<file path="config.mk">
export PLATFORM = sky130hd
export DESIGN_NAME = dmem_access_ctrl
export DESIGN_NICKNAME = d
export VERILOG_FILES = /design/src/rtl/dmem_access_ctrl.sv
export SDC_FILE = /design/constraint.sdc
export NUM_CORES = 1
export LEC_CHECK = 0
export ABC_AREA = 1
export BUFFER_PORTS_ARGS = -buffer_cell sky130_fd_sc_hd__buf_2
export CAP_MARGIN = 30
export CORE_AREA = 2 2 140 101
export DETAILED_ROUTE_END_ITERATION = 16
export DIE_AREA = 0 0 142 103
export PLACE_DENSITY_LB_ADDON = 0.12
export SKIP_CTS_REPAIR_TIMING = 1
export SLEW_MARGIN = 15
export SYNTH_ARGS = -nofsm -noshare
export SYNTH_HDL_FRONTEND = slang
export SYNTH_SLANG_ARGS = --single-unit
</file>
<file path="constraint.sdc">
create_clock -name CLK -period 4.39 [get_ports CLK]
set_clock_uncertainty 0.2 [all_clocks]
set_input_delay 0.878 -clock CLK [delete_from_list [all_inputs] [get_ports CLK]]
set_output_delay 0.878 -clock CLK [all_outputs]
set_load 0.01 [all_outputs]
</file>
<file path="src/rtl/dmem_access_ctrl.sv">
// ============================================================================
// Module   : dmem_access_ctrl
// Purpose  : MEM-stage data-memory access sequencer with stall and halt.
//            Optional access timeout enabled by defining DMEM_TIMEOUT_EN.
// Revision : 1.0  initial release
// ============================================================================
`timescale 1ns/1ps
`default_nettype none

module dmem_access_ctrl #(
    parameter int TIMEOUT_CYCLES = 255
) (
    input  logic        CLK,
    input  logic        nRST,
    input  logic        dRENi,
    input  logic        dWENi,
    input  logic [31:0] ALUOut,
    input  logic [31:0] store,
    input  logic        halt,
    input  logic        dhit,
    input  logic [31:0] dload,
    output logic        dmemREN,
    output logic        dmemWEN,
    output logic [31:0] dmemaddr,
    output logic [31:0] dmemstore,
    output logic [31:0] loadq,
    output logic        mm_en,
    output logic        halt_out,
    output logic        err
);

    localparam logic [1:0] IDLE = 2'd0;
    localparam logic [1:0] REQ  = 2'd1;
    localparam logic [1:0] DONE = 2'd2;
    localparam logic [1:0] HALT = 2'd3;

    logic [1:0] state;
    logic [1:0] next_state;
    logic       timeout;
    logic       start_req;

    assign start_req = (state == IDLE) && (next_state == REQ);

`ifdef DMEM_TIMEOUT_EN
    localparam logic [7:0] TMO_LAST = 8'(TIMEOUT_CYCLES - 1);

    logic [7:0] tmo_cnt;

    // Expiry loses to a dhit landing in the same cycle.
    assign timeout = (state == REQ) && !dhit && (tmo_cnt == TMO_LAST);

    always_ff @(posedge CLK or negedge nRST) begin
        if (!nRST) begin
            tmo_cnt <= 8'd0;
        end else if (start_req) begin
            tmo_cnt <= 8'd0;
        end else if ((state == REQ) && !dhit) begin
            tmo_cnt <= tmo_cnt + 8'd1;
        end
    end

    always_ff @(posedge CLK or negedge nRST) begin
        if (!nRST) begin
            err <= 1'b0;
        end else if (timeout) begin
            err <= 1'b1;
        end
    end
`else
    assign timeout = 1'b0;
    assign err     = 1'b0;
`endif

    always_ff @(posedge CLK or negedge nRST) begin
        if (!nRST) begin
            state <= IDLE;
        end else begin
            state <= next_state;
        end
    end

    always_comb begin
        next_state = state;
        case (state)
            IDLE: begin
                if (halt) begin
                    next_state = HALT;
                end else if (dRENi || dWENi) begin
                    next_state = REQ;
                end
            end
            REQ: begin
                if (dhit) begin
                    next_state = DONE;
                end else if (timeout) begin
                    next_state = HALT;
                end
            end
            DONE:    next_state = IDLE;
            default: next_state = HALT;
        endcase
    end

    always_comb begin
        mm_en    = 1'b1;
        halt_out = 1'b0;
        case (state)
            IDLE: mm_en = ~(dRENi | dWENi | halt);
            REQ:  mm_en = 1'b0;
            HALT: begin
                mm_en    = 1'b0;
                halt_out = 1'b1;
            end
            default: ;
        endcase
    end

    // Request registers: captured on IDLE->REQ, cleared on completion or expiry.
    always_ff @(posedge CLK or negedge nRST) begin
        if (!nRST) begin
            dmemREN   <= 1'b0;
            dmemWEN   <= 1'b0;
            dmemaddr  <= 32'd0;
            dmemstore <= 32'd0;
            loadq     <= 32'd0;
        end else begin
            case (state)
                IDLE: begin
                    if (start_req) begin
                        dmemaddr  <= ALUOut;
                        dmemstore <= store;
                        dmemWEN   <= dWENi;
                        dmemREN   <= dRENi & ~dWENi;
                    end
                end
                REQ: begin
                    if (dhit) begin
                        if (dmemREN) begin
                            loadq <= dload;
                        end
                        dmemREN <= 1'b0;
                        dmemWEN <= 1'b0;
                    end else if (timeout) begin
                        dmemREN <= 1'b0;
                        dmemWEN <= 1'b0;
                    end
                end
                default: ;
            endcase
        end
    end

endmodule

`default_nettype wire

</file>
; ---- Word level (Yosys, flattened, before mapping)
; Index checks and enable logic that the tools add are counted.
[totals]
ramBits = 0
romBits = 0
latch_bits = 0
ff_bits = 100
out_inout_bits = 101
elab_cells = 36
memories = 0
[op_classes]
shift = 0
eq_ne = 6
n_addsub = 0
n_div = 0
magnitude_cmp = 0
n_reduce_logical = 8
mux = 11
n_bitwise = 5
n_mul = 0
[ops]
columns = cell, n
row1 = 2-bit 2-to-1 mux, 3
row2 = 1-bit one-hot mux with 2 select lines, 3
row3 = 2-bit one-hot mux with 3 select lines, 1
row4 = 3-bit AND reduction, 2
row5 = "2-bit by 1-bit == test with 1-bit output, second input constant", 2
row6 = "2-bit == test, second input constant", 2
row7 = 1-bit 2-to-1 mux, 4
row8 = "2-bit != test, second input constant", 2
row9 = 2-bit zero test, 1
row10 = 1-bit inverter, 2
row11 = 1-bit bitwise OR, 2
row12 = 2-bit AND reduction, 1
row13 = 2-bit nonzero test, 1
row14 = 2-bit OR reduction, 1
row15 = 1-bit bitwise AND, 1
row16 = 1-bit logical AND, 1
row17 = 1-bit logical OR, 1

; ---- Depth between registers and ports, before layout
[logic_depth]
ltp_word = 8
depth_mapped = 8

; ---- Least setup slack after synthesis
; No wires, ideal clock.
[synth_timing]
kind = input -> output
startpoint = input dRENi
endpoint = output mm_en
arrival_time_ns = 1.250
slack_ns = 2.062
required_time_ns = 3.312
path_stages = 3
path_buffers = 0
cell_sequence = inv_1 > nand3_1 > a21oi_1
[synth_via]
elab_chain_len = 4
[synth_rtl]
columns = item, line
row1 = "start, declared", 15  ; input logic dRENi,
row2 = 1-bit bitwise OR (2 in a row), 108  ; IDLE: mm_en = ~(dRENi | dWENi | halt);
row3 = 1-bit inverter, 108
row4 = 1-bit one-hot mux with 2 select lines, 107  ; case (state)
row5 = "end, declared", 27  ; output logic mm_en,
; No other way between the ends.

; ---- Worst setup path in the final report
[layout_timing]
startpoint = input halt
endpoint = output mm_en
[layout_via]
elab_chain_len = 3
[layout_rtl]
columns = item, line
row1 = "start, declared", 19  ; input logic halt,
row2 = 1-bit bitwise OR, 108
row3 = 1-bit inverter, 108
row4 = 1-bit one-hot mux with 2 select lines, 107
; No other way between the ends.

==> run metrics <==
Final period util=58.5%; GRT Util Overall=13.7%; Slew HR=52.9%; CTS tree=built; WL per Instance=12.2 µm; final hold viol count=0; minimum clock period=2570 ps; Layout area overhead=36.4%; Post-synth EDFFs=0; input/output buffers=201; Top Ports=203; Synth Instances=439; Netlist cell types=18; DR iter-0 viols=192; crit-path max FO=2; Post-Synthesis Net Count=541; Most common cell on crit path=buf_2; vias in the first global route=3143; H-tree Lvls=3; Worst-Margin Slew=707 ps; post-synthesis sequential area ratio=63.7%; Setup crit start=halt; DRT antenna net count=0; share of post-route cells with drive strength above 1=35.3%; routed via count=3302; final net count=737; vias per cell=4.07; Skew-Pair Late Insertion Delay=330 ps; final setup violation count=0; DRT Pass-1 Iters=5; core box area=13500 µm²; Mapped Area=3930 µm²; Post-Place Worst Slack=1810 ps; FF-to-FF End=dmemaddr[27]; Reg2Reg Launch Point=state[1]; first-pass GRT wire length=15.7 mm; Die H=103 µm; Max-Cap Viols=0; largest net degree at the start of global routing=72; highest cell delay on the worst timing path=160 ps; synthesized area per cell=8.95 µm²; Slew Viols, Final=0; antenna violations before repair=1; maximum vdd drop=257 µV; Hold Path Class=input pin to asynchronous set/reset pin; Leak=3.22 nW; Async SR Flop Fraction=100%; Starting Density=29.2%; setup_tns=0 ps; setup slack after layout=1820 ps; startpoint types=input pin; Yosys warnings=0; flop2flop setup slack=2620 ps; worst hold slack=185 ps; Fillers=1410; DRC Markers=0; Fmax achieved=0.390 GHz; DRT Wirelength=9.88 mm; Tot Pwr=3.60 mW; num rows=36; main flop type after synthesis=dfrtp_1; clk sinks=100; outcome=complete, no violations; Antenna Cells=0; total grt overflow=0; worst path cell trace=buf_2, inv_1, nand3_1, a21oi_1, buf_2; hpwl dp=6.91 mm; Req. time, crit path=3310 ps; Routability Congestion=0.696; chip width=142 µm; critical path class=input pin to output port; CP Capture Type=output port; Clock Tree Buf Depth=2; Die ar.=14600 µm²; CP max-delay cell=buf_2; clock slew at reported path FFs=70 ps; Pwr per Cell Area=672 nW/µm²; R2R depth=6; RSZ-0062 raised after global routing=no; register bit count reported by yosys=100; number of CTS-inserted buffers=9; CP arrival=1490 ps; CTS root buf=clkbuf_16
critical path, delay by kind of cell:
kind / cells / cell delay (ps)
AND/OR/NAND/NOR: 1 / 100
buffers and inverters: 3 / 370
AO/OA/AOI/OAI: 1 / 140
registers in the layout, summed over array words and instances, names as in the netlist:
signal     flops
dmemaddr      32
dmemstore     32
loadq         32
state          2
dmemREN        1
dmemWEN        1
cell type report:
class                      count  area (µm²)  area share [%]
clock buffer                  12         246            4.60
clock inverter                 4        33.8           0.631
inverter                      39         146            2.73
multi-input combinational    279        1140            21.2
sequential                   100        2500            46.7
tap                          171         214            3.99
timing repair buffer         206        1080            20.1
cell usage in the layout (no fill, tap or decap), drive strengths merged:
master,instances
nand3,5
clkinv,2
o21ai,32
nand4,1
buf,206
dfrtp,100
a21oi,2
clkbuf,12
conb,1
clkinvlp,1
nand2,233
nor2,3
inv,40
nor3,2
cells in the mapped netlist, types with 2 or more instances:
cell type / number / area share (%)
buf_2: 7 / 0.89
inv_2: 3 / 0.29
nor2_1: 2 / 0.19
o21ai_0: 2 / 0.25
buf_6: 6 / 1.7
clkbuf_1: 3 / 0.29
o21ai_1: 30 / 3.8
dfrtp_1: 100 / 64
a21oi_1: 2 / 0.25
inv_1: 36 / 3.4
nand3_1: 4 / 0.51
buf_4: 5 / 0.96
nor3_1: 2 / 0.25
nand2_1: 233 / 22
metal layers:
| metal | wire length (µm) | track usage (%) | vias up |
|---|---|---|---|
| met5 | 0 | 0 | - |
| met4 | 78 | 3.92 | 0 |
| met3 | 911 | 5.39 | 8 |
| met2 | 4110 | 20.2 | 128 |
| met1 | 4770 | 18.7 | 1459 |
| li1 | - | - | 1707 |
where the power goes:
| part | switching, mW | total (mW) | internal (mW) |
|---|---|---|---|
| clock | 0.344 | 0.749 | 0.405 |
| combinational | 0.754 | 1.30 | 0.541 |
| sequential | 0.222 | 1.56 | 1.34 |
| total | 1.32 | 3.60 | 2.28 |
kinds of logic after synthesis:
logic type / Yosys count / synth area share, %
other: 1 / 0.0955
AND/OR/NAND/NOR: 244 / 24.3
AO/OA/AOI/OAI: 34 / 4.33
flip-flops: 100 / 63.7
buffers and inverters: 60 / 7.58
worst max path at each step:
stage	endpoint	slack, ps	depth (start not counted)
after floorplan	mm_en	2060	3
after global placement	mm_en	1810	5
after detailed placement	mm_en	1810	5
after CTS	mm_en	1810	5
after global routing	mm_en	1740	5
final	mm_en	1820	5
metrics by stage:
stage | cell area (µm²) | cells | utilization, %
5_1_grt | 5360 | 811 | 39.8
3_5_place_dp | 5050 | 794 | 37.5
6_report | 5360 | 811 | 39.8
2_1_floorplan | 3930 | 439 | -
3_3_place_gp | 5030 | 793 | 37.3
4_1_cts | 5330 | 810 | 39.6
No activity file was read; power rests on OpenSTA's default activity.
